**src/rtl/axi_lite_pkg.sv**
```systemverilog
// Shared AXI4-Lite encodings: response codes, default protection bits and the error decode.
package axi_lite_pkg;

  typedef enum logic [1:0] {
    RESP_OKAY   = 2'b00,
    RESP_EXOKAY = 2'b01,
    RESP_SLVERR = 2'b10,
    RESP_DECERR = 2'b11
  } axi_resp_e;

  localparam logic [2:0] AXI_PROT_DEFAULT = 3'b000;

  function automatic logic resp_is_err(input logic [1:0] resp);
    return (resp == RESP_SLVERR) || (resp == RESP_DECERR);
  endfunction

endpackage

```
**src/rtl/axi_lite_order_fifo.sv**
```systemverilog
// In-order tag FIFO: one-cycle write-to-head latency; push is ignored when full and pop is ignored when empty.
// A push and a pop in the same cycle leave the count unchanged.
module axi_lite_order_fifo #(
  parameter int DEPTH = 4,
  parameter int WIDTH = 1,
  localparam int CW = $clog2(DEPTH) + 1,
  localparam int PW = (DEPTH > 1) ? $clog2(DEPTH) : 1
) (
  input  logic             clk_i,
  input  logic             reset_i,
  input  logic             push_i,
  input  logic [WIDTH-1:0] push_dat_i,
  input  logic             pop_i,
  output logic [WIDTH-1:0] head_dat_o,
  output logic             full_o,
  output logic             empty_o,
  output logic [CW-1:0]    count_o
);

  logic [WIDTH-1:0] r_mem [DEPTH];
  logic [PW-1:0]    r_wr_ptr;
  logic [PW-1:0]    r_rd_ptr;
  logic [CW-1:0]    r_count;
  logic             w_push;
  logic             w_pop;

  function automatic logic [PW-1:0] next_ptr(input logic [PW-1:0] ptr);
    return (ptr == PW'(DEPTH - 1)) ? '0 : ptr + 1'b1;
  endfunction

  assign full_o     = (r_count == CW'(DEPTH));
  assign empty_o    = (r_count == '0);
  assign count_o    = r_count;
  assign head_dat_o = r_mem[r_rd_ptr];
  assign w_push     = push_i && !full_o;
  assign w_pop      = pop_i && !empty_o;

  always_ff @(posedge clk_i) begin
    if (w_push) r_mem[r_wr_ptr] <= push_dat_i;
  end

  always_ff @(posedge clk_i) begin
    if (reset_i) begin
      r_wr_ptr <= '0;
      r_rd_ptr <= '0;
      r_count  <= '0;
    end else begin
      if (w_push) r_wr_ptr <= next_ptr(r_wr_ptr);
      if (w_pop)  r_rd_ptr <= next_ptr(r_rd_ptr);
      case ({w_push, w_pop})
        2'b10:   r_count <= r_count + 1'b1;
        2'b01:   r_count <= r_count - 1'b1;
        default: r_count <= r_count;
      endcase
    end
  end

endmodule

```
**src/rtl/axi_lite_master_pipe.sv**
```systemverilog
// Request-to-AXI4-Lite master: request issues on AW/W or AR the next cycle, response is registered one cycle after B/R.
// Requests stall while any address/data slot is busy or the tag FIFO is full; B/R stall until they match the oldest tag.
module axi_lite_master_pipe
  import axi_lite_pkg::*;
#(
  parameter int ADDR_W    = 32,
  parameter int DATA_W    = 32,
  parameter int MAX_OUTST = 4
) (
  input  logic                clk_i,
  input  logic                reset_i,
  input  logic                req_valid_i,
  output logic                req_ready_o,
  input  logic                req_we_i,
  input  logic [ADDR_W-1:0]   req_addr_i,
  input  logic [DATA_W-1:0]   req_wdata_i,
  input  logic [DATA_W/8-1:0] req_wstrb_i,
  output logic                rsp_valid_o,
  input  logic                rsp_ready_i,
  output logic                rsp_we_o,
  output logic                rsp_err_o,
  output logic [DATA_W-1:0]   rsp_rdata_o,
  output logic                awvalid_o,
  input  logic                awready_i,
  output logic [ADDR_W-1:0]   awaddr_o,
  output logic [2:0]          awprot_o,
  output logic                wvalid_o,
  input  logic                wready_i,
  output logic [DATA_W-1:0]   wdata_o,
  output logic [DATA_W/8-1:0] wstrb_o,
  input  logic                bvalid_i,
  output logic                bready_o,
  input  logic [1:0]          bresp_i,
  output logic                arvalid_o,
  input  logic                arready_i,
  output logic [ADDR_W-1:0]   araddr_o,
  output logic [2:0]          arprot_o,
  input  logic                rvalid_i,
  output logic                rready_o,
  input  logic [DATA_W-1:0]   rdata_i,
  input  logic [1:0]          rresp_i
);

  localparam int STRB_W = DATA_W / 8;
  localparam int CNT_W  = $clog2(MAX_OUTST) + 1;

  logic              r_aw_vld;
  logic              r_w_vld;
  logic              r_ar_vld;
  logic [ADDR_W-1:0] r_addr;
  logic [DATA_W-1:0] r_wdata;
  logic [STRB_W-1:0] r_wstrb;
  logic              r_rsp_vld;
  logic              r_rsp_we;
  logic              r_rsp_err;
  logic [DATA_W-1:0] r_rsp_rdata;

  logic              w_run;
  logic              w_slots_empty;
  logic              w_room;
  logic              w_req_fire;
  logic              w_rsp_free;
  logic              w_b_fire;
  logic              w_r_fire;
  logic              w_pop;
  logic              w_head_we;
  logic              w_full;
  logic              w_empty;
  logic [CNT_W-1:0]  w_count;

  axi_lite_order_fifo #(
    .DEPTH (MAX_OUTST),
    .WIDTH (1)
  ) u_order_fifo (
    .clk_i      (clk_i),
    .reset_i    (reset_i),
    .push_i     (w_req_fire),
    .push_dat_i (req_we_i),
    .pop_i      (w_pop),
    .head_dat_o (w_head_we),
    .full_o     (w_full),
    .empty_o    (w_empty),
    .count_o    (w_count)
  );

  // No same-cycle bypass: a full FIFO blocks requests even while a response pops.
  assign w_run         = !reset_i;
  assign w_slots_empty = !r_aw_vld && !r_w_vld && !r_ar_vld;
  assign w_room        = !w_full && (w_count < CNT_W'(MAX_OUTST));
  assign req_ready_o   = w_run && w_slots_empty && w_room;
  assign w_req_fire    = req_valid_i && req_ready_o;

  assign w_rsp_free = !r_rsp_vld || rsp_ready_i;
  assign bready_o   = w_run && !w_empty && w_head_we && w_rsp_free;
  assign rready_o   = w_run && !w_empty && !w_head_we && w_rsp_free;
  assign w_b_fire   = bvalid_i && bready_o;
  assign w_r_fire   = rvalid_i && rready_o;
  assign w_pop      = w_b_fire || w_r_fire;

  always_ff @(posedge clk_i) begin
    if (reset_i) begin
      r_aw_vld    <= 1'b0;
      r_w_vld     <= 1'b0;
      r_ar_vld    <= 1'b0;
      r_addr      <= '0;
      r_wdata     <= '0;
      r_wstrb     <= '0;
      r_rsp_vld   <= 1'b0;
      r_rsp_we    <= 1'b0;
      r_rsp_err   <= 1'b0;
      r_rsp_rdata <= '0;
    end else begin
      // Payload only loads when all slots are idle, so it is stable for every valid.
      if (w_req_fire) begin
        r_addr <= req_addr_i;
        if (req_we_i) begin
          r_aw_vld <= 1'b1;
          r_w_vld  <= 1'b1;
          r_wdata  <= req_wdata_i;
          r_wstrb  <= req_wstrb_i;
        end else begin
          r_ar_vld <= 1'b1;
        end
      end else begin
        if (r_aw_vld && awready_i) r_aw_vld <= 1'b0;
        if (r_w_vld && wready_i)   r_w_vld  <= 1'b0;
        if (r_ar_vld && arready_i) r_ar_vld <= 1'b0;
      end

      if (w_pop) begin
        r_rsp_vld   <= 1'b1;
        r_rsp_we    <= w_head_we;
        r_rsp_err   <= w_head_we ? resp_is_err(bresp_i) : resp_is_err(rresp_i);
        r_rsp_rdata <= w_head_we ? '0 : rdata_i;
      end else if (rsp_ready_i) begin
        r_rsp_vld <= 1'b0;
      end
    end
  end

  assign awvalid_o   = w_run && r_aw_vld;
  assign wvalid_o    = w_run && r_w_vld;
  assign arvalid_o   = w_run && r_ar_vld;
  assign awaddr_o    = w_run ? r_addr : '0;
  assign araddr_o    = w_run ? r_addr : '0;
  assign wdata_o     = w_run ? r_wdata : '0;
  assign wstrb_o     = w_run ? r_wstrb : '0;
  assign awprot_o    = AXI_PROT_DEFAULT;
  assign arprot_o    = AXI_PROT_DEFAULT;
  assign rsp_valid_o = w_run && r_rsp_vld;
  assign rsp_we_o    = w_run && r_rsp_we;
  assign rsp_err_o   = w_run && r_rsp_err;
  assign rsp_rdata_o = w_run ? r_rsp_rdata : '0;

endmodule

```
**config.mk**
```make
export PLATFORM = sky130hd
export DESIGN_NAME = axi_lite_master_pipe
export DESIGN_NICKNAME = d
export VERILOG_FILES = /design/src/rtl/axi_lite_pkg.sv /design/src/rtl/axi_lite_order_fifo.sv /design/src/rtl/axi_lite_master_pipe.sv
export SDC_FILE = /design/constraint.sdc
export NUM_CORES = 1
export LEC_CHECK = 0
export BUFFER_PORTS_ARGS = -buffer_cell sky130_fd_sc_hd__buf_2
export CELL_PAD_IN_SITES_DETAIL_PLACEMENT = 2
export CELL_PAD_IN_SITES_GLOBAL_PLACEMENT = 2
export CORE_UTILIZATION = 25
export DETAILED_ROUTE_END_ITERATION = 7
export GPL_TIMING_DRIVEN = 0
export PLACE_DENSITY = 0.88
export SLEW_MARGIN = 20
export SYNTH_ARGS = -nofsm -noshare
export SYNTH_HDL_FRONTEND = slang
export SYNTH_SLANG_ARGS = --single-unit
```
**constraint.sdc**
```tcl
create_clock -name clk_i -period 2.9 [get_ports clk_i]
set_input_delay 0.58 -clock clk_i [delete_from_list [all_inputs] [get_ports clk_i]]
set_output_delay 0.58 -clock clk_i [all_outputs]
set_load 0.02 [all_outputs]
```
# Word-level counts from Yosys, hierarchy flattened
# Memories as Yosys holds them, arrays and structs flattened. A register that Yosys moved wholly into a read port is not among the register bits.
# Index checks and enable logic that the tools add are counted.
# word_totals
regBits	113
n_memories	1
elab_cells	99
output_inout_bits	147
ramBits	4
# mem_list
name	depth	word_bits	read_ports	rd_clocked_by_memory_dff	write_ports	line_no	text
u_order_fifo.r_mem	4	1	1	1	1	axi_lite_order_fifo.sv:20	logic [WIDTH-1:0] r_mem [DEPTH];
# op_classes
muxes	23
reduce_logical	46
order_cmp	1
addsub	4
n_eq_ne	11
# ops
operator	n
2-to-1 mux 32 bit	4
logical AND 1 bit	24
equality test 2 bit (second input constant)	7
2-to-1 mux 1 bit	13
nonzero test 2 bit	5
zero test 1 bit	8
2-to-1 mux 2 bit	4
AND reduction 2 bit	4
case mux 3 bit (2 select lines)	1
adder 2 x 1 -> 2 bit (second input constant)	2
logical OR 1 bit	4
2-to-1 mux 4 bit	1
inequality test 2 bit (second input constant)	2
adder 3 x 1 -> 3 bit (second input constant)	1
equality test 3 bit (second input constant)	1
zero test 3 bit	1
less-than comparator 3 bit (second input constant)	1
subtractor 3 x 1 -> 3 bit (second input constant)	1
equality test 2 x 1 -> 1 bit (second input constant)	1

# Logic depth before layout (Yosys ltp)
# logic_depth
word_depth	10
ltp_mapped	10
depth_no_buf	9

# Hierarchy
# From an unflattened synthesis, not the netlist that was laid out.
# unflattened
cells_unflattened	591
hier_area_um2	5746.8
# modules_own_cells
module	n_inst	area_per_inst_um2	cells_per_inst
axi_lite_master_pipe	1	5094.9	534
axi_lite_order_fifo	1	651.9	57

# Worst setup path before layout
# No wires, ideal clock.
# synth_path
kind	register to register
from	register with a tool-made name
to	register u_order_fifo.r_count[2], in the netlist u_order_fifo.count_o[2]
t_required_ns	2.830
setup_time_ns	0.070
path_stages_with_launch	10
t_arrival_ns	2.437
path_slack_ns	0.393
synth_period_minus_slack_ns	2.507
path_buffers	0
path_cell_list	dfxtp_1 mux4_2 mux2i_4 nor2_1 ha_1 inv_1 fa_1 xor2_1 or3_1 a21oi_1
# synth_lines
element	line_no	text
to (signal assigned)	axi_lite_order_fifo.sv:51	2'b10: r_count <= r_count + 1'b1;
to (signal assigned)	axi_lite_order_fifo.sv:52	2'b01: r_count <= r_count - 1'b1;
to (signal assigned)	axi_lite_order_fifo.sv:53	default: r_count <= r_count;
to (decl)	axi_lite_order_fifo.sv:23	logic [CW-1:0] r_count;

==> results by group <==
Floorplanning
  • Number of top-level design ports: between 200 and 300
  • Die Height: 150 um
  • Total die area: 22400 sq um
  • Standard cell core area: 21200 sq um
  • Starting density of the core: 25.7%
  • Width of the die: 150 um
  • Row count: 53

Finish
  • Area grow syn2layout: 40.6%
  • Share of the core filled with cells: 36.1%
  • Final standard cell count with taps included and fillers excluded: 1251
  • Area of all placed cells without fillers: 7670 sq um
  • Fraction of layout instances using a drive strength above 1: 35.5%
  • Number of nets in the finished design: around 1.1k

Worst hold path
  • Min-Delay Path Class: input port to flop

Power
  • Leakage dissipation: around 3.6 nW
  • Pwr Density: 584 nW/um^2
  • Max IR drop VDD: between 0.3 and 0.4 mV

STA
  • Final-layout setup total negative slack: 0 ns
  • Post-route clock skew: between 0.009 and 0.01 ns
  • Max-slew violations: 0
  • Achievable frequency: 369 MHz
  • Measured slew at the worst slew-check pin: 0.651 ns
  • Setup repair after global routing missed its margin: no
  • Final Hold Violating Endpoints: 0
  • Portion of the clock cycle consumed by the worst path in the final layout: 93.5%
  • Final Worst Setup Slack: 0.188 ns
  • Worst slew margin: 56.6%
  • Final critical delay including setup and external delays: 2.71 ns
  • Final Setup Violations: 0

Setup path
  • Largest delay share family, worst path: multiplexers
  • Start-to-end type of the worst setup path: flop to flop
  • Cell Chain, Critical Path: mux4_2 > mux2i_4 > nor2_1 > ha_1 > inv_1 > fa_1 > xor2_1 > or3_1 > a21oi_1
  • Buffers & Inverters on Critical Path: 1
  • Cell at the slowest stage of the critical path: mux4_2
  • Nature of the critical path startpoint: flop
  • Critical Path AT: 3.06 ns
  • Highest cell delay on the worst timing path: approximately 0.54 ns
  • Biggest fanout along the worst timing path: 5
  • Worst setup slack for register-to-register paths: roughly 0.19 ns
  • Critical Path Sink Type: flop
  • Data required time at the worst endpoint: 3.25 ns

Synth
  • Top-area cell type share of the netlist area: 42.2%
  • Synthesized instance count: between 600 and 700
  • Post-synth EDFFs: 4
  • Ranking of synthesized cells by area: dfxtp_1, nor2b_1, nand2_1
  • Prevailing post-synth register cell: dfxtp_1
  • Largest area contributor in the synthesized netlist: dfxtp_1
  • Async set-reset flop share out of synthesis: 0%
  • Post-synth design cell area: approximately 5500 sq um
  • Mean instance size in the synthesized netlist: around 8.0 sq um
  • Count of unique library cells instantiated by Yosys: 37
  • Top cells by instance count after synthesis: nand2_1, dfxtp_1, nor2b_1, a21oi_1, buf_4
  • Synthesis warning total: 0
  • Most used standard cell by instance count after synthesis: nand2_1
  • Sequential cell area fraction in the yosys report: 44.4%
  • Synth Register Bits: 119

Clocking
  • Clock slew at reported path FFs: 0.06 ns
  • Latest clock arrival within the worst-skew pair: 0.42 ns
  • Buffer cell driving the clock tree root: clkbuf_16
  • Total clock buffers created by CTS: 17
  • CTS sink cnt: 119
  • Number of levels in the clock H-tree: 4
  • Clock tree from TritonCTS: built
  • Maximum number of buffers from clock root to sink: 2

Route
  • Post-route ant nets: 0
  • DRC: 0
  • DRC marker count from the first detailed-route iteration: 125
  • Total number of vias: 5648
  • Via-to-Cell Ratio: between 4 and 5
  • Per-cell routed wire length: 16.4 um
  • First drt pass iteration count: 4
  • Drt total wl: 20.5 mm

Placed design
  • Detailed placer's ending HPWL: 15.5 mm
  • Inst Count DP: 1217
  • Global placer's final weighted congestion: about 0.74
  • Post-Place Setup Slack: -0.381 ns
  • Placement-stage cell area: 7080 sq um
  • Count of buffers from port buffering: 252

Global route
  • GRT overflow: 0
  • Aggregate global-route resource usage: a little under a fifth
  • Antenna violations before repair: 4
  • Largest net degree at the start of global routing: 17
  • Via count of the first global-routing pass: 6060
  • First-pass GRT wire length: 32.0 mm

Flow run
  • Max-cap viol count: 0

Run status
  • Run status: complete, no violations
## cell usage in the layout, fill, tap and decap left out, drive strengths merged, types with 2 or more instances in the layout
cell / n
diode: 3
edfxtp: 4
or3: 3
xor2: 2
and2: 5
dfxtp: 115
conb: 6
mux2: 5
o31ai: 32
buf: 307
clkbuf: 58
nand2: 168
nor3: 3
o21ai: 37
a21oi: 74
nor2b: 105
nor2: 10
inv: 11
bufinv: 2
ha: 6
nand2b: 2
clkinv: 6
## state kept, by name (all words and copies together) (netlist names), named ones only
name / cells
r_addr: 32
r_ar_vld: 1
r_aw_vld: 1
r_rsp_err: 1
r_rsp_rdata: 32
r_rsp_vld: 1
r_rsp_we: 1
r_w_vld: 1
r_wdata: 32
r_wstrb: 4
u_order_fifo.count_o: 3
u_order_fifo.r_mem: 4
u_order_fifo.r_rd_ptr: 2
u_order_fifo.r_wr_ptr: 2
## power by group
part           switching [mW]  total [mW]  internal (mW)
clock                   0.770        2.09           1.32
sequential             0.0315        1.75           1.72
combinational           0.406       0.638          0.232
## final cells by class
class / count / area, sq um
multi-input cells: 469 / 2490
clock buffers: 22 / 474
clock inverters: 9 / 101
fillers: 2524 / 13600
repair buffers: 253 / 1270
inverters: 11 / 41.3
flip-flops and latches: 119 / 2420
plain buffers: 90 / 518
well taps: 275 / 344
diodes: 3 / 7.51
## path summary, 6_finish.rpt
check,to,startpoint,depth (start not counted)
worst max-delay path,u_order_fifo.count_o[2]$_SDFFE_PP0P_,u_order_fifo.r_mem[3]$_DFFE_PP_,9
worst max register to register,u_order_fifo.count_o[2]$_SDFFE_PP0P_,u_order_fifo.r_mem[3]$_DFFE_PP_,9
worst min-delay path,r_w_vld$_SDFFE_PP0P_,wready_i,2
worst min register to register,r_wdata[1]$_SDFFE_PP0P_,r_wdata[1]$_SDFFE_PP0P_,2
## kinds of logic (layout without fill, tap and decap cells)
| group | count (synthesis) | in the layout | share of synthesized area, % |
|---|---|---|---|
| AO/OA/AOI/OAI | 145 | 145 | 14.9 |
| XOR/XNOR | 2 | 2 | 0.321 |
| adder cells (fa/ha/maj) | 7 | 7 | 1.74 |
| buffers and inverters | 102 | 385 | 10.2 |
| flip-flops | 119 | 119 | 44.4 |
| multiplexers | 7 | 7 | 1.86 |
| other | 1 | 9 | 0.0688 |
| AND/OR/NAND/NOR | 302 | 302 | 26.5 |
## routing by layer
layer / part of all wire, % / global-route usage, % / routed length, um
met5: 0.063 / 0 / 13
met4: 1.5 / 6.06 / 310
met3: 7.8 / 7.68 / 1600
met2: 52 / 33.4 / 10600
met1: 39 / 20.1 / 8010
## metrics by stage
| step | hold slack [ns] | total power [mW] |
|---|---|---|
| after detailed placement | 0.446 | 2.43 |
| after CTS | 0.344 | 4.56 |
| after global placement | 0.438 | 2.40 |
| after floorplan | 0.432 | 2.16 |
| final | 0.364 | 4.48 |
| after global routing | 0.360 | 4.71 |
## repair_timing
item,CTS,global route
buffers inserted,0,1
hold buffers,0,0
gates resized for setup,3,2
hold endpoints to repair,0,0
endpoints found under the setup margin,5,2
Note: power is estimated with default switching activity, not from simulation.
